`src/rtl/vend_purchase_ctrl_pkg.sv`:
```
// Shared types, prices and coin rules for the vending purchase controller.
package vend_purchase_ctrl_pkg;

  localparam int unsigned NUM_GOODS = 7;
  localparam int unsigned STOCK_W   = 3;
  localparam int unsigned IDX_W     = 3;
  localparam int unsigned COIN_W    = 3;
  localparam int unsigned AMT_W     = 5;
  localparam int unsigned CNT_W     = 32;
  localparam int unsigned FLAT_W    = NUM_GOODS * STOCK_W;

  typedef enum logic [1:0] {
    ST_IDLE     = 2'd0,
    ST_PAY      = 2'd1,
    ST_DISPENSE = 2'd2,
    ST_CHANGE   = 2'd3
  } state_e;

  localparam logic [STOCK_W-1:0] STOCK_MAX = 3'd7;

  localparam logic [AMT_W-1:0] PRICE1 = 5'd2;
  localparam logic [AMT_W-1:0] PRICE2 = 5'd3;
  localparam logic [AMT_W-1:0] PRICE3 = 5'd3;
  localparam logic [AMT_W-1:0] PRICE4 = 5'd4;
  localparam logic [AMT_W-1:0] PRICE5 = 5'd5;
  localparam logic [AMT_W-1:0] PRICE6 = 5'd5;
  localparam logic [AMT_W-1:0] PRICE7 = 5'd7;

  localparam logic [COIN_W-1:0] COIN_1 = 3'd1;
  localparam logic [COIN_W-1:0] COIN_2 = 3'd2;
  localparam logic [COIN_W-1:0] COIN_5 = 3'd5;

  function automatic logic [AMT_W-1:0] price_of(input logic [IDX_W-1:0] idx);
    case (idx)
      3'd0:    return PRICE1;
      3'd1:    return PRICE2;
      3'd2:    return PRICE3;
      3'd3:    return PRICE4;
      3'd4:    return PRICE5;
      3'd5:    return PRICE6;
      default: return PRICE7;
    endcase
  endfunction

  function automatic logic coin_legal(input logic [COIN_W-1:0] v);
    return (v == COIN_1) || (v == COIN_2) || (v == COIN_5);
  endfunction

endpackage

```
`src/rtl/vend_purchase_ctrl_if.sv`:
```
// Customer-side command and status bundle of the purchase controller.
interface vend_purchase_ctrl_if;
  import vend_purchase_ctrl_pkg::*;

  logic              sel_next;
  logic              confirm;
  logic              cancel;
  logic              coin_valid;
  logic [COIN_W-1:0] coin_val;
  logic              restock;
  logic [IDX_W-1:0]  behavior;
  logic [FLAT_W-1:0] goodleft;
  logic [1:0]        state;
  logic [AMT_W-1:0]  paid;
  logic [AMT_W-1:0]  change;
  logic              dispense;
  logic              sold_out;

  modport master (
    output sel_next, confirm, cancel, coin_valid, coin_val, restock,
    input  behavior, goodleft, state, paid, change, dispense, sold_out
  );

  modport slave (
    input  sel_next, confirm, cancel, coin_valid, coin_val, restock,
    output behavior, goodleft, state, paid, change, dispense, sold_out
  );
endinterface

```
`src/rtl/vend_purchase_ctrl_stock_bank.sv`:
```
// Seven 3-bit stock registers with indexed decrement/refill and a flat view.
module vend_purchase_ctrl_stock_bank
  import vend_purchase_ctrl_pkg::*;
(
  input  logic              clk,
  input  logic              rst_n,
  input  logic [IDX_W-1:0]  idx,
  input  logic              dec,
  input  logic              restock,
  output logic [FLAT_W-1:0] stock_flat
);

  logic [STOCK_W-1:0] stock_q [NUM_GOODS];

  // Refill wins over decrement; an empty slot never wraps.
  always_ff @(posedge clk or negedge rst_n) begin
    if (!rst_n) begin
      for (int i = 0; i < NUM_GOODS; i++) stock_q[i] <= STOCK_MAX;
    end else begin
      for (int i = 0; i < NUM_GOODS; i++) begin
        if (idx == IDX_W'(i)) begin
          if (restock)                          stock_q[i] <= STOCK_MAX;
          else if (dec && (stock_q[i] != '0))   stock_q[i] <= stock_q[i] - STOCK_W'(1);
        end
      end
    end
  end

  always_comb begin
    stock_flat = '0;
    for (int i = 0; i < NUM_GOODS; i++) stock_flat[i*STOCK_W +: STOCK_W] = stock_q[i];
  end

endmodule

```
`src/rtl/vend_purchase_ctrl.sv`:
```
// Purchase FSM: selection, coin accumulation, timeout refund, dispense and change hold.
module vend_purchase_ctrl
  import vend_purchase_ctrl_pkg::*;
#(
  parameter int unsigned PAY_TIMEOUT = 32'd500_000_000,
  parameter int unsigned CHANGE_HOLD = 32'd200_000_000
) (
  input  logic                 clk,
  input  logic                 EN,
  vend_purchase_ctrl_if.slave  bus
);

  state_e             state_q,    state_d;
  logic [IDX_W-1:0]   behavior_q, behavior_d;
  logic [AMT_W-1:0]   paid_q,     paid_d;
  logic [AMT_W-1:0]   change_q,   change_d;
  logic               dispense_q, dispense_d;
  logic [CNT_W-1:0]   pay_cnt_q,  pay_cnt_d;
  logic [CNT_W-1:0]   chg_cnt_q,  chg_cnt_d;
  logic               dec_c;
  logic               restock_c;

  logic [FLAT_W-1:0]  goodleft;
  logic [STOCK_W-1:0] sel_stock;
  logic [AMT_W-1:0]   price;
  logic               coin_ok;
  logic [AMT_W-1:0]   coin_amt;
  logic [AMT_W-1:0]   paid_sum;
  logic               timeout;

  vend_purchase_ctrl_stock_bank u_stock_bank (
    .clk        (clk),
    .rst_n      (EN),
    .idx        (behavior_q),
    .dec        (dec_c),
    .restock    (restock_c),
    .stock_flat (goodleft)
  );

  always_comb begin
    sel_stock = '0;
    for (int i = 0; i < NUM_GOODS; i++) begin
      if (behavior_q == IDX_W'(i)) sel_stock = goodleft[i*STOCK_W +: STOCK_W];
    end
  end

  assign price    = price_of(behavior_q);
  assign coin_ok  = bus.coin_valid && coin_legal(bus.coin_val);
  assign coin_amt = coin_ok ? AMT_W'(bus.coin_val) : '0;
  assign paid_sum = paid_q + coin_amt;
  assign timeout  = (pay_cnt_q == CNT_W'(PAY_TIMEOUT - 1));

  always_ff @(posedge clk or negedge EN) begin
    if (!EN) begin
      state_q    <= ST_IDLE;
      behavior_q <= '0;
      paid_q     <= '0;
      change_q   <= '0;
      dispense_q <= 1'b0;
      pay_cnt_q  <= '0;
      chg_cnt_q  <= '0;
    end else begin
      state_q    <= state_d;
      behavior_q <= behavior_d;
      paid_q     <= paid_d;
      change_q   <= change_d;
      dispense_q <= dispense_d;
      pay_cnt_q  <= pay_cnt_d;
      chg_cnt_q  <= chg_cnt_d;
    end
  end

  always_comb begin
    state_d    = state_q;
    behavior_d = behavior_q;
    paid_d     = paid_q;
    change_d   = change_q;
    dispense_d = 1'b0;
    pay_cnt_d  = pay_cnt_q;
    chg_cnt_d  = chg_cnt_q;
    dec_c      = 1'b0;
    restock_c  = 1'b0;

    case (state_q)
      ST_IDLE: begin
        if (bus.sel_next) begin
          behavior_d = (behavior_q == IDX_W'(NUM_GOODS - 1)) ? '0 : behavior_q + IDX_W'(1);
        end
        restock_c = bus.restock;
        if (bus.confirm && (sel_stock != '0)) begin
          state_d   = ST_PAY;
          paid_d    = '0;
          change_d  = '0;
          pay_cnt_d = '0;
        end
      end
      ST_PAY: begin
        paid_d = paid_sum;
        // Cancel and timeout collapse into one refund that includes a same-cycle coin.
        if (bus.cancel || timeout) begin
          change_d  = paid_sum;
          chg_cnt_d = '0;
          state_d   = ST_CHANGE;
        end else begin
          pay_cnt_d = coin_ok ? '0 : pay_cnt_q + CNT_W'(1);
          if (paid_q >= price) begin
            state_d    = ST_DISPENSE;
            dispense_d = 1'b1;
          end
        end
      end
      ST_DISPENSE: begin
        dec_c     = 1'b1;
        change_d  = paid_q - price;
        chg_cnt_d = '0;
        state_d   = ST_CHANGE;
      end
      ST_CHANGE: begin
        if (chg_cnt_q == CNT_W'(CHANGE_HOLD - 1)) begin
          state_d = ST_IDLE;
          paid_d  = '0;
        end else begin
          chg_cnt_d = chg_cnt_q + CNT_W'(1);
        end
      end
      default: state_d = ST_IDLE;
    endcase
  end

  assign bus.behavior = behavior_q;
  assign bus.goodleft = goodleft;
  assign bus.state    = 2'(state_q);
  assign bus.paid     = paid_q;
  assign bus.change   = change_q;
  assign bus.dispense = dispense_q;
  assign bus.sold_out = (sel_stock == '0);

endmodule

```
`src/flat_wrapper.sv`:
```
// flat-port wrapper written by rule: the top's interface ports become plain ports
module vend_purchase_ctrl_flat import vend_purchase_ctrl_pkg::*;
#(
  parameter int unsigned PAY_TIMEOUT = 32'd500_000_000,
  parameter int unsigned CHANGE_HOLD = 32'd200_000_000
)
  (clk, EN, bus_sel_next, bus_confirm, bus_cancel, bus_coin_valid, bus_coin_val, bus_restock, bus_behavior, bus_goodleft, bus_state, bus_paid, bus_change, bus_dispense, bus_sold_out);
  vend_purchase_ctrl_if bus_i ();
  input  logic clk;
  input  logic EN;
  input wire logic [$bits(bus_i.sel_next)-1:0] bus_sel_next;
  input wire logic [$bits(bus_i.confirm)-1:0] bus_confirm;
  input wire logic [$bits(bus_i.cancel)-1:0] bus_cancel;
  input wire logic [$bits(bus_i.coin_valid)-1:0] bus_coin_valid;
  input wire logic [$bits(bus_i.coin_val)-1:0] bus_coin_val;
  input wire logic [$bits(bus_i.restock)-1:0] bus_restock;
  output wire logic [$bits(bus_i.behavior)-1:0] bus_behavior;
  output wire logic [$bits(bus_i.goodleft)-1:0] bus_goodleft;
  output wire logic [$bits(bus_i.state)-1:0] bus_state;
  output wire logic [$bits(bus_i.paid)-1:0] bus_paid;
  output wire logic [$bits(bus_i.change)-1:0] bus_change;
  output wire logic [$bits(bus_i.dispense)-1:0] bus_dispense;
  output wire logic [$bits(bus_i.sold_out)-1:0] bus_sold_out;
  assign bus_i.sel_next = bus_sel_next;
  assign bus_i.confirm = bus_confirm;
  assign bus_i.cancel = bus_cancel;
  assign bus_i.coin_valid = bus_coin_valid;
  assign bus_i.coin_val = bus_coin_val;
  assign bus_i.restock = bus_restock;
  assign bus_behavior = bus_i.behavior;
  assign bus_goodleft = bus_i.goodleft;
  assign bus_state = bus_i.state;
  assign bus_paid = bus_i.paid;
  assign bus_change = bus_i.change;
  assign bus_dispense = bus_i.dispense;
  assign bus_sold_out = bus_i.sold_out;
  vend_purchase_ctrl #(.PAY_TIMEOUT(PAY_TIMEOUT), .CHANGE_HOLD(CHANGE_HOLD)) u_core (.clk(clk), .EN(EN), .bus(bus_i));
endmodule
```
`config.mk`:
```
export PLATFORM = sky130hd
export DESIGN_NAME = vend_purchase_ctrl_flat
export DESIGN_NICKNAME = d
export VERILOG_FILES = /design/src/rtl/vend_purchase_ctrl_pkg.sv /design/src/rtl/vend_purchase_ctrl_if.sv /design/src/rtl/vend_purchase_ctrl_stock_bank.sv /design/src/rtl/vend_purchase_ctrl.sv /design/src/flat_wrapper.sv
export SDC_FILE = /design/constraint.sdc
export NUM_CORES = 1
export LEC_CHECK = 0
export BUFFER_PORTS_ARGS = -buffer_cell sky130_fd_sc_hd__buf_4
export CAP_MARGIN = 30
export CORE_UTILIZATION = 23
export CTS_CLUSTER_DIAMETER = 40
export DETAILED_ROUTE_END_ITERATION = 16
export GPL_TIMING_DRIVEN = 0
export HOLD_SLACK_MARGIN = 0.06
export PLACE_DENSITY_LB_ADDON = 0.12
export SLEW_MARGIN = 5
export SYNTH_ARGS = -nofsm -noshare
export SYNTH_HDL_FRONTEND = slang
export SYNTH_SLANG_ARGS = --single-unit
```
`constraint.sdc`:
```
create_clock -name clk -period 3.3 [get_ports clk]
set_input_delay 0 -clock clk [delete_from_list [all_inputs] [get_ports clk]]
set_output_delay 0 -clock clk [all_outputs]
set_load 0.01 [all_outputs]
```
==> results of run 1 <==
## report_power, final
group	internal, mW	total [mW]	switching [mW]	leakage [nW]
Clock	0.541	1.04	0.500	0.138
Combinational	0.970	2.42	1.45	1.74
Sequential	1.52	1.78	0.263	1.32
Total	3.03	5.24	2.21	3.20
## per-layer routing
metal,wire [um],up-vias,track usage [%]
li1,-,2490,-
met1,7690,2492,16.7
met2,7700,65,22.1
met3,559,14,2.78
met4,235,0,3.65
met5,0,-,0
## final cells by class
type | instances | share of cell area (%)
Tap cell | 330 | 5.82
Clock buffer | 12 | 3.47
Inverter | 42 | 2.22
Sequential cell | 101 | 36.0
Multi-Input combinational cell | 487 | 44.0
Buffer | 29 | 1.99
Timing Repair Buffer | 53 | 6.08
Clock inverter | 4 | 0.423
## kinds of logic (layout without fill, tap and decap cells)
group | after synthesis | count (layout) | share of synthesized area [%]
buffers and inverters | 73 | 140 | 4.79
multiplexers | 7 | 7 | 1.27
XOR/XNOR | 33 | 33 | 4.87
AND/OR/NAND/NOR | 259 | 259 | 22.6
adder cells (fa/ha/maj) | 30 | 30 | 6.58
flip-flops | 101 | 101 | 43.1
AO/OA/AOI/OAI | 158 | 158 | 16.8
## per-stage QoR
| step | area [sq um] | power, mW | setup WS, ps | util [%] |
|---|---|---|---|---|
| finish | 7100 | 5.24 | 158 | 28.1 |
| global route | 7100 | 5.72 | 11.5 | 28.1 |
| CTS | 7060 | 5.32 | 21.7 | 28.0 |
| detailed placement | 6750 | 4.23 | -338 | 26.7 |
| global placement | 6700 | 4.19 | -295 | 26.5 |
| floorplan | 5930 | 3.27 | 386 | - |
## cell usage in the layout (no fill, tap or decap), drive strengths merged, types with 4 or more instances in the layout
cell     n
dfrtp   80
nor2    72
o21ai   56
buf     54
inv     46
nand2   43
nand3   37
clkbuf  36
xor2    28
ha      28
a21oi   25
o31ai   23
and3    21
dfstp   21
a31oi   19
nand4   17
and2    13
nor2b    9
nand2b   7
a21o     6
nor4     6
and4     6
nor3     5
xnor2    5
o41ai    5
nor4b    5
o21a     4
mux2     4
## flip-flops by register name (all words and copies together) (netlist names)
name / count
u_core.bus.state: 2
u_core.bus.paid: 5
u_core.chg_cnt_q: 32
u_core.bus.behavior: 3
u_core.bus.change: 5
u_core.pay_cnt_q: 32
u_core.bus.dispense: 1
u_core.u_stock_bank.stock_flat: 21
## timing repair
item | in CTS | in global routing
hold buffers | 2 | 0
resized for setup | 10 | 14
pin swaps | 1 | 2
setup buffers | 0 | 1
hold endpoints to repair | 93 | 0
setup endpoints to repair | 56 | 52
## worst min path at each step
stage | startpoint | endpoint | slack (ps)
6_report | EN | u_core.chg_cnt_q[6] | 110
5_1_grt | EN | u_core.chg_cnt_q[3] | 120
4_1_cts | EN | u_core.chg_cnt_q[3] | 110
3_3_place_gp | EN | u_core.chg_cnt_q[7] | 410
2_1_floorplan | EN | u_core.bus.behavior[0] | -300
3_5_place_dp | EN | u_core.chg_cnt_q[6] | -90
## worst reg2reg max path, stage by stage, from the launching register on
cell and delay, ps:
dfrtp_1 410, ha_2 240, nand3_2 120, or4_1 570
o41a_1 540, mux2i_1 220, a31o_2 240, or2_0 270
clkbuf_4 290, o21ai_0 110
==> impl_metrics.ini, run 1 <==
[yosys]
yosys.area.top_type = dfrtp_1
synth_cells = 661
synth_edf_count = 0
ys_ff_latch = 101
synth.top_cell.area_share_pct = 33.8
yosys.cell_types.count = 55
async_reset_ff_share_pct = 100
synth_common_cells = 80 x dfrtp_1, 72 x nor2_1, 55 x o21ai_0
synth_nets = 701
ys_seq_area_share_pct = 43.1
synth_area_sq_mm = 0.00593
ys_warn_count = 0
postSynthAreaPerCell_sq_um = 8.97
netlist_top_cells_area = dfrtp_1 34%, dfstp_2 9.3%, ha_1 5.9%
synth_most_common_cell = dfrtp_1
synth_ff_type = dfrtp_1

[global_route]
grt_usage_pct = 13.0
grt_pass1_vias = 5102
antenna_found_initial = 0
grt-ovfl-total = 0
grt_pass1_wl_mm = 27.1
grt_start_max_net_pins = 72

[drt]
ant_nets = 0
drtIter0Drc = 237
vias = 5061
drtPass1Iterations = 5
wire_per_inst_um = 15.3
drc_errors = 0
drt-total-wl_mm = 16.2
routed_via_density = 4.78

[timing]
setup_viol = 0
fin_crit_sh_pct = 95.2
maxSlewHeadroom_pct = 35.8
finalClockSkew_ps = 17.1
drv_slew = 0
setup-tns-final_ps = 0
rsz0062_at_grt = false
finalCriticalPeriod_ps = 3140
fmax_mhz = 318
hold_viol_final = 0
whs_ps = 108
tightest_slew_ps = 949

[worst_setup_path]
critPathRequiredTime_ps = 3520
cp_max_fo = 10
rrSetupSlack_ps = 160
path_buf_inv = 1
critPathKind = reg -> reg
critPathCaptureType = register
cp_top_family = simple AND/OR/NAND/NOR gates
r2r_cells = 9
worstSetupStartpointType = register
crit_end = u_core.pay_cnt_q[6]
slowest_stage = or4_1
rr_startpoint = u_core.pay_cnt_q[1]
crit_chain = ha_2 > nand3_2 > or4_1 > o41a_1 > mux2i_1 > a31o_2 > or2_0 > clkbuf_4 > o21ai_0
arrival_ps = 3360
reg2reg_to = u_core.pay_cnt_q[6]
cp_num_cells = 9
cpPeakStageDelay_ps = 570
crit_start = u_core.pay_cnt_q[1]

[finish]
syn_to_final_growth_pct = 19.7
antenna_cells = 0
seq_area_sq_mm = 0.00256
multi_input_area_sq_mm = 0.00312
drive_gt1_share_pct = 16.1
stdcell_count = 1058
nNetsFinal = 763
nFillCells = 2739

[placement]
place.gp.congestion = 0.775
portBuffers = 47
place.detailed.hpwl_mm = 11.7
placedCellCount = 1041

[clock_tree]
cts.sinks = 101
clk_pin_slew_ps = 70
cts_root_buffer = clkbuf_16
cts_buffer_depth = 2
cts.htree.levels = 3
cts_made_buffers = 9
cts_tree = done
clkLatencyLatePin_ps = 360

[floorplan]
ios = 48
die-width_um = 163
initial_core_util_pct = 23.5
rows = 58
die_h_um = 163
die-area_sq_mm = 0.0264
core_region_area_sq_mm = 0.0253

[flow_run]
maxCapViolCount = 0

[hold_path]
hold_path_class = in -> async

[power]
p_leak_nw = 3.20
vdd_drop_max_uv = 338
cellPowerDensity_mw_per_mm2 = 738

[outcome]
status = finished clean
No activity file was read; power rests on OpenSTA's default activity.
==> run 2, diff against run 1 <==
--- a/config.mk
+++ b/config.mk
@@ -13,6 +13,7 @@
 export GPL_TIMING_DRIVEN = 0
 export HOLD_SLACK_MARGIN = 0.06
 export PLACE_DENSITY_LB_ADDON = 0.12
+export REMOVE_ABC_BUFFERS = 1
 export SLEW_MARGIN = 5
 export SYNTH_ARGS = -nofsm -noshare
 export SYNTH_HDL_FRONTEND = slang
==> run 2 against run 1 <==
Against the previous run:
- fmax grew 1.1%
- clock skew is 7.3 ps lower
- die area did not move
- critical path depth decreased by 1
- clock power grew 29%
- sequential share of layout area decreased by 0.63 points
- flip-flop and latch count unchanged
- non-clock buffer count fell by 20
- first-iteration DRC count grew 6.8%
- combinational power increased by 6%
==> impl_metrics.ini, run 2 (same netlist as run 1, synthesis figures left out) <==
[outcome]
status = finished clean

[finish]
nFillCells = 2705
final_cell_mix = 77 x dfrtp_1, 72 x nor2_1, 55 x o21ai_0, 54 x buf_4, 43 x nand2_1
syn_to_final_growth_pct = 21.8
nNetsFinal = 744
layout_commonest_cell = dfrtp_1
drive_gt1_share_pct = 17.5
antenna_cells = 0
design_area_sq_mm = 0.00722

[timing]
rsz0062_at_grt = false
maxSlewHeadroom_pct = 45.5
finalCriticalPeriod_ps = 3110
drv_slew = 0
setup_viol = 0
hold_viol_final = 0
tightest_slew_ps = 811
finalClockSkew_ps = 9.86
fin_crit_sh_pct = 94.2
fmax_mhz = 322

[power]
p_int_mw = 3.42
pwr-share-comb_pct = 45.1
seqPwrFrac_pct = 31.3
cellPowerDensity_mw_per_mm2 = 789
power.total_mw = 5.70
power.switching_mw = 2.29
p_leak_nw = 3.26
switching_share_pct = 40.1
pwr-share-clk_pct = 23.6
vdd_drop_max_uv = 363

[worst_setup_path]
critPathCaptureType = register
arrival_ps = 3340
worstSetupStartpointType = register
cp_max_fo = 15
critPathRequiredTime_ps = 3530
critPathKind = reg -> reg

[floorplan]
rows = 58
core_region_area_sq_mm = 0.0253
die-area_sq_mm = 0.0264
ios = 48
die-width_um = 163
initial_core_util_pct = 23.5
die_h_um = 163

[clock_tree]
clkLatencyLatePin_ps = 350
cts_root_buffer = clkbuf_16
cts_made_buffers = 9
clk_pin_slew_ps = 70
cts_tree = done
cts_buffer_depth = 2
cts.sinks = 101
cts.htree.levels = 3

[hold_path]
hold_path_class = in -> reg

[global_route]
grt_usage_pct = 12.9
grt_pass1_vias = 4967
use_met1_pct = 16.8
grtUsageMet2_pct = 20.7
met3_usage_pct = 3.39
antenna_found_initial = 0
grt.busiest_layer = met2
grt_start_max_net_pins = 68
grt-ovfl-total = 0
grt_pass1_wl_mm = 26.8

[drt]
drtIter0Drc = 253
vias = 5039
drc_errors = 0
ant_nets = 0
wire_per_inst_um = 15.7
routed_via_density = 4.85
drtPass1Iterations = 5
drt-total-wl_mm = 16.3

[flow_run]
maxCapViolCount = 0

[placement]
placed_cell_area_sq_mm = 0.00670
place.gp.congestion = 0.769
place.detailed.hpwl_mm = 11.2
portBuffers = 47
run 2: cell count changes in the layout (fill, tap and decap cells not counted), sizes merged, moves of 2 or more:
cell	change
clkbuf	-27
buf	+7
bufinv	+4
clkdlybuf4s18	-2
inv	-2
run 2: worst paths after layout:
kind	start	endpoint	slack [ps]	cells past startpoint
min	bus_sel_next	u_core.bus.behavior[1]	70	3
max in group asynchronous	EN	u_core.u_stock_bank.stock_flat[11]	2450	3
min reg2reg	u_core.pay_cnt_q[24]	u_core.pay_cnt_q[24]	490	1
max	u_core.pay_cnt_q[0]	u_core.chg_cnt_q[15]	190	8
min in group asynchronous	EN	u_core.chg_cnt_q[24]	130	2
max reg2reg	u_core.pay_cnt_q[0]	u_core.chg_cnt_q[15]	190	8
run 2: power groups by stage:
stage / logic (mW) / clock network [mW] / registers, mW
6_report: 2.57 / 1.34 / 1.79
2_1_floorplan: 1.36 / 0 / 1.82
3_5_place_dp: 2.37 / 0 / 1.82
3_3_place_gp: 2.24 / 0 / 1.81
4_1_cts: 2.56 / 1.39 / 1.80
5_1_grt: 2.85 / 1.45 / 1.83
run 2: through the flow:
step | TNS, ps | utilization (%) | hold WS, ps | setup slack (ps) | instances
finish | 0 | 28.6 | 71.5 | 193 | 1039
detailed placement | -20820 | 26.5 | -70.0 | -520 | 1013
global route | 0 | 28.6 | 129 | 7.13 | 1039
CTS | 0 | 28.4 | 73.8 | 23.2 | 1036
floorplan | -5190 | - | -296 | -200 | 630
global placement | -73630 | 26.0 | 412 | -1560 | 1007
run 2: per-layer routing:
metal | vias up | wire [um]
li1 | 2448 | -
met4 | 0 | 250
met1 | 2490 | 7630
met5 | - | 0
met3 | 18 | 713
met2 | 83 | 7730
run 2: cell type report:
type	instances	area [sq um]	share of cell area (%)
tap	330	413	5.72
timing repair buffer	62	544	7.53
clock inverter	7	145	2.01
clock buffer	9	225	3.12
sequential	101	2560	35.4
inverter	42	158	2.18
multi-input combinational	488	3180	44.0
run 2: critical path, stage by stage, from the launching register on:
cell,delay (ps)
dfrtp_1,420
ha_2,250
nand3_2,150
or4_4,580
o41a_4,590
a21oi_2,320
and2_2,420
buf_8,200
nor2_1,60
run 2: timing repair:
| item | CTS | global route |
|---|---|---|
| hold buffers | 1 | 0 |
| buffers inserted | 5 | 3 |
| pin swaps | 1 | 0 |
| endpoints found under the hold margin | 92 | 0 |
| gates cloned | 1 | 0 |
| setup endpoints to repair | 64 | 54 |
| resized for setup | 9 | 9 |
==> run 3, diff against run 2 <==
==> constraint.sdc (replaced) <==
create_clock -name clk -period 4 [get_ports clk]
set_input_delay 0 -clock clk [delete_from_list [all_inputs] [get_ports clk]]
set_output_delay 0 -clock clk [all_outputs]
set_load 0.01 [all_outputs]
==> run 3 against run 2 <==
Against the previous run:
- first-iteration DRC count fell by 9.1%
- non-clock buffer count fell by 8
- count of clock-buffer cells in the layout did not move
- global-route usage fell by 0.45 points
- fmax fell by 14%
- flip-flop and latch count did not move
- die area did not move
- final cell count fell by 0.87%
- wire length fell by 3.9%
- via count fell by 1.3%
- total power fell by 20%
- critical path type unchanged
- largest power group unchanged
==> impl_metrics.ini, run 3 (same netlist as run 1, synthesis figures left out) <==
[clock_tree]
cts_made_buffers = 9
clk_pin_slew_ps = 80
cts_buffer_depth = 2
cts.sinks = 101
cts_tree = done
cts.htree.levels = 3
cts_root_buffer = clkbuf_16
clkLatencyLatePin_ps = 350

[worst_setup_path]
arrival_ps = 3840
critPathKind = reg -> reg
critPathCaptureType = register
critPathRequiredTime_ps = 4230
cp_max_fo = 15
crit_chain = ha_1 > nand3_2 > or4_1 > o41a_1 > a21oi_1 > and2_1 > buf_8 > nor2_1
worstSetupStartpointType = register
r2r_cells = 8
slowest_stage = o41a_1
cpPeakStageDelay_ps = 620

[power]
p_leak_nw = 3.21
power.switching_mw = 1.81
cellPowerDensity_mw_per_mm2 = 640
switching_share_pct = 39.9
pwr-share-comb_pct = 42.9
p_int_mw = 2.73
pwr-share-clk_pct = 24.5
vdd_drop_max_uv = 300
seqPwrFrac_pct = 32.5

[finish]
multi_input_area_sq_mm = 0.00311
syn_to_final_growth_pct = 19.6
layout_commonest_cell = dfrtp_1
final_cell_mix = 80 x dfrtp_1, 72 x nor2_1, 55 x o21ai_0, 46 x buf_4, 43 x nand2_1
drive_gt1_share_pct = 14.4
nFillCells = 2706
antenna_cells = 0
nNetsFinal = 735
seq_area_sq_mm = 0.00255

[hold_path]
min_delay_path_depth = 3
hold_path_class = in -> reg

[timing]
maxSlewHeadroom_pct = 36.9
fmax_mhz = 277
drv_slew = 0
tightest_slew_ps = 934
finalCriticalPeriod_ps = 3600
fin_crit_sh_pct = 90.1
setup-tns-final_ps = 0
setup_viol = 0
whs_ps = 77.9
rsz0062_at_grt = false
hold_viol_final = 0
finalClockSkew_ps = 11.8

[global_route]
grt_pass1_vias = 4955
antenna_found_initial = 0
grt_pass1_wl_mm = 26.1
grt_start_max_net_pins = 68
grt-ovfl-total = 0
grt_usage_pct = 12.4

[drt]
drt-total-wl_mm = 15.7
vias = 4974
drtIter0Drc = 230
drc_errors = 0
drtPass1Iterations = 5
routed_via_density = 4.83
ant_nets = 0
wire_per_inst_um = 15.2

[placement]
portBuffers = 47
place.detailed.hpwl_mm = 11.2
place.gp.congestion = 0.769

[outcome]
status = finished clean

[floorplan]
rows = 58
die-area_sq_mm = 0.0264
initial_core_util_pct = 23.5
die-width_um = 163
core_region_area_sq_mm = 0.0253
die_h_um = 163
ios = 48

[flow_run]
maxCapViolCount = 0
## run 3: what timing repair did
item | in CTS | in global routing
setup endpoints to repair | 0 | 23
resized for setup | 0 | 1
hold buffers | 1 | 0
endpoints found under the hold margin | 92 | 0
buffers inserted | 0 | 0
## run 3: path summary, 6_finish.rpt
path	from	to	slack, ps
min in group asynchronous	EN	u_core.chg_cnt_q[23]	130
min reg2reg	u_core.pay_cnt_q[24]	u_core.pay_cnt_q[24]	490
min	bus_sel_next	u_core.bus.behavior[1]	80
max reg2reg	u_core.pay_cnt_q[0]	u_core.chg_cnt_q[15]	400
max	u_core.pay_cnt_q[0]	u_core.chg_cnt_q[15]	400
max in group asynchronous	EN	u_core.u_stock_bank.stock_flat[11]	3160
## run 3: layout make-up
cell class / instances / share of cell area [%]
multi-input combinational: 487 / 43.9
sequential: 101 / 36.0
timing repair buffer: 54 / 6.83
tap: 330 / 5.82
clock buffer: 9 / 3.18
inverter: 42 / 2.22
clock inverter: 7 / 2.05
## run 3: power by group through the flow
stage	registers (mW)	logic, mW	clock network, mW
2_1_floorplan	1.50	1.13	0
3_3_place_gp	1.49	1.85	0
5_1_grt	1.52	2.18	1.20
3_5_place_dp	1.50	1.95	0
4_1_cts	1.48	1.97	1.15
6_report	1.48	1.95	1.11
## run 3: critical path, delay by kind of cell, from the launching register on
family | cells | cell delay (ps)
DFF | 1 | 420
adders and majority gates | 1 | 260
and+or+nand+nor | 4 | 1440
buffers and inverters | 1 | 230
AOI/OAI and AO/OA | 2 | 1130
## run 3: per-layer routing
metal / wire [um] / GRT usage (%)
met5: 0 / 0
met4: 260 / 4.12
met3: 756 / 3.41
met2: 7280 / 20.0
met1: 7380 / 16.0
## run 3: metrics by stage
stage / power [mW] / area [sq um] / util, % / std cells / setup slack [ps]
4_1_cts: 4.60 / 7080 / 28.0 / 1030 / 167
6_report: 4.54 / 7090 / 28.1 / 1030 / 396
3_3_place_gp: 3.34 / 6570 / 26.0 / 1007 / -862
2_1_floorplan: 2.62 / 5800 / - / 630 / 500
5_1_grt: 4.89 / 7090 / 28.1 / 1030 / 116
3_5_place_dp: 3.45 / 6700 / 26.5 / 1013 / 180
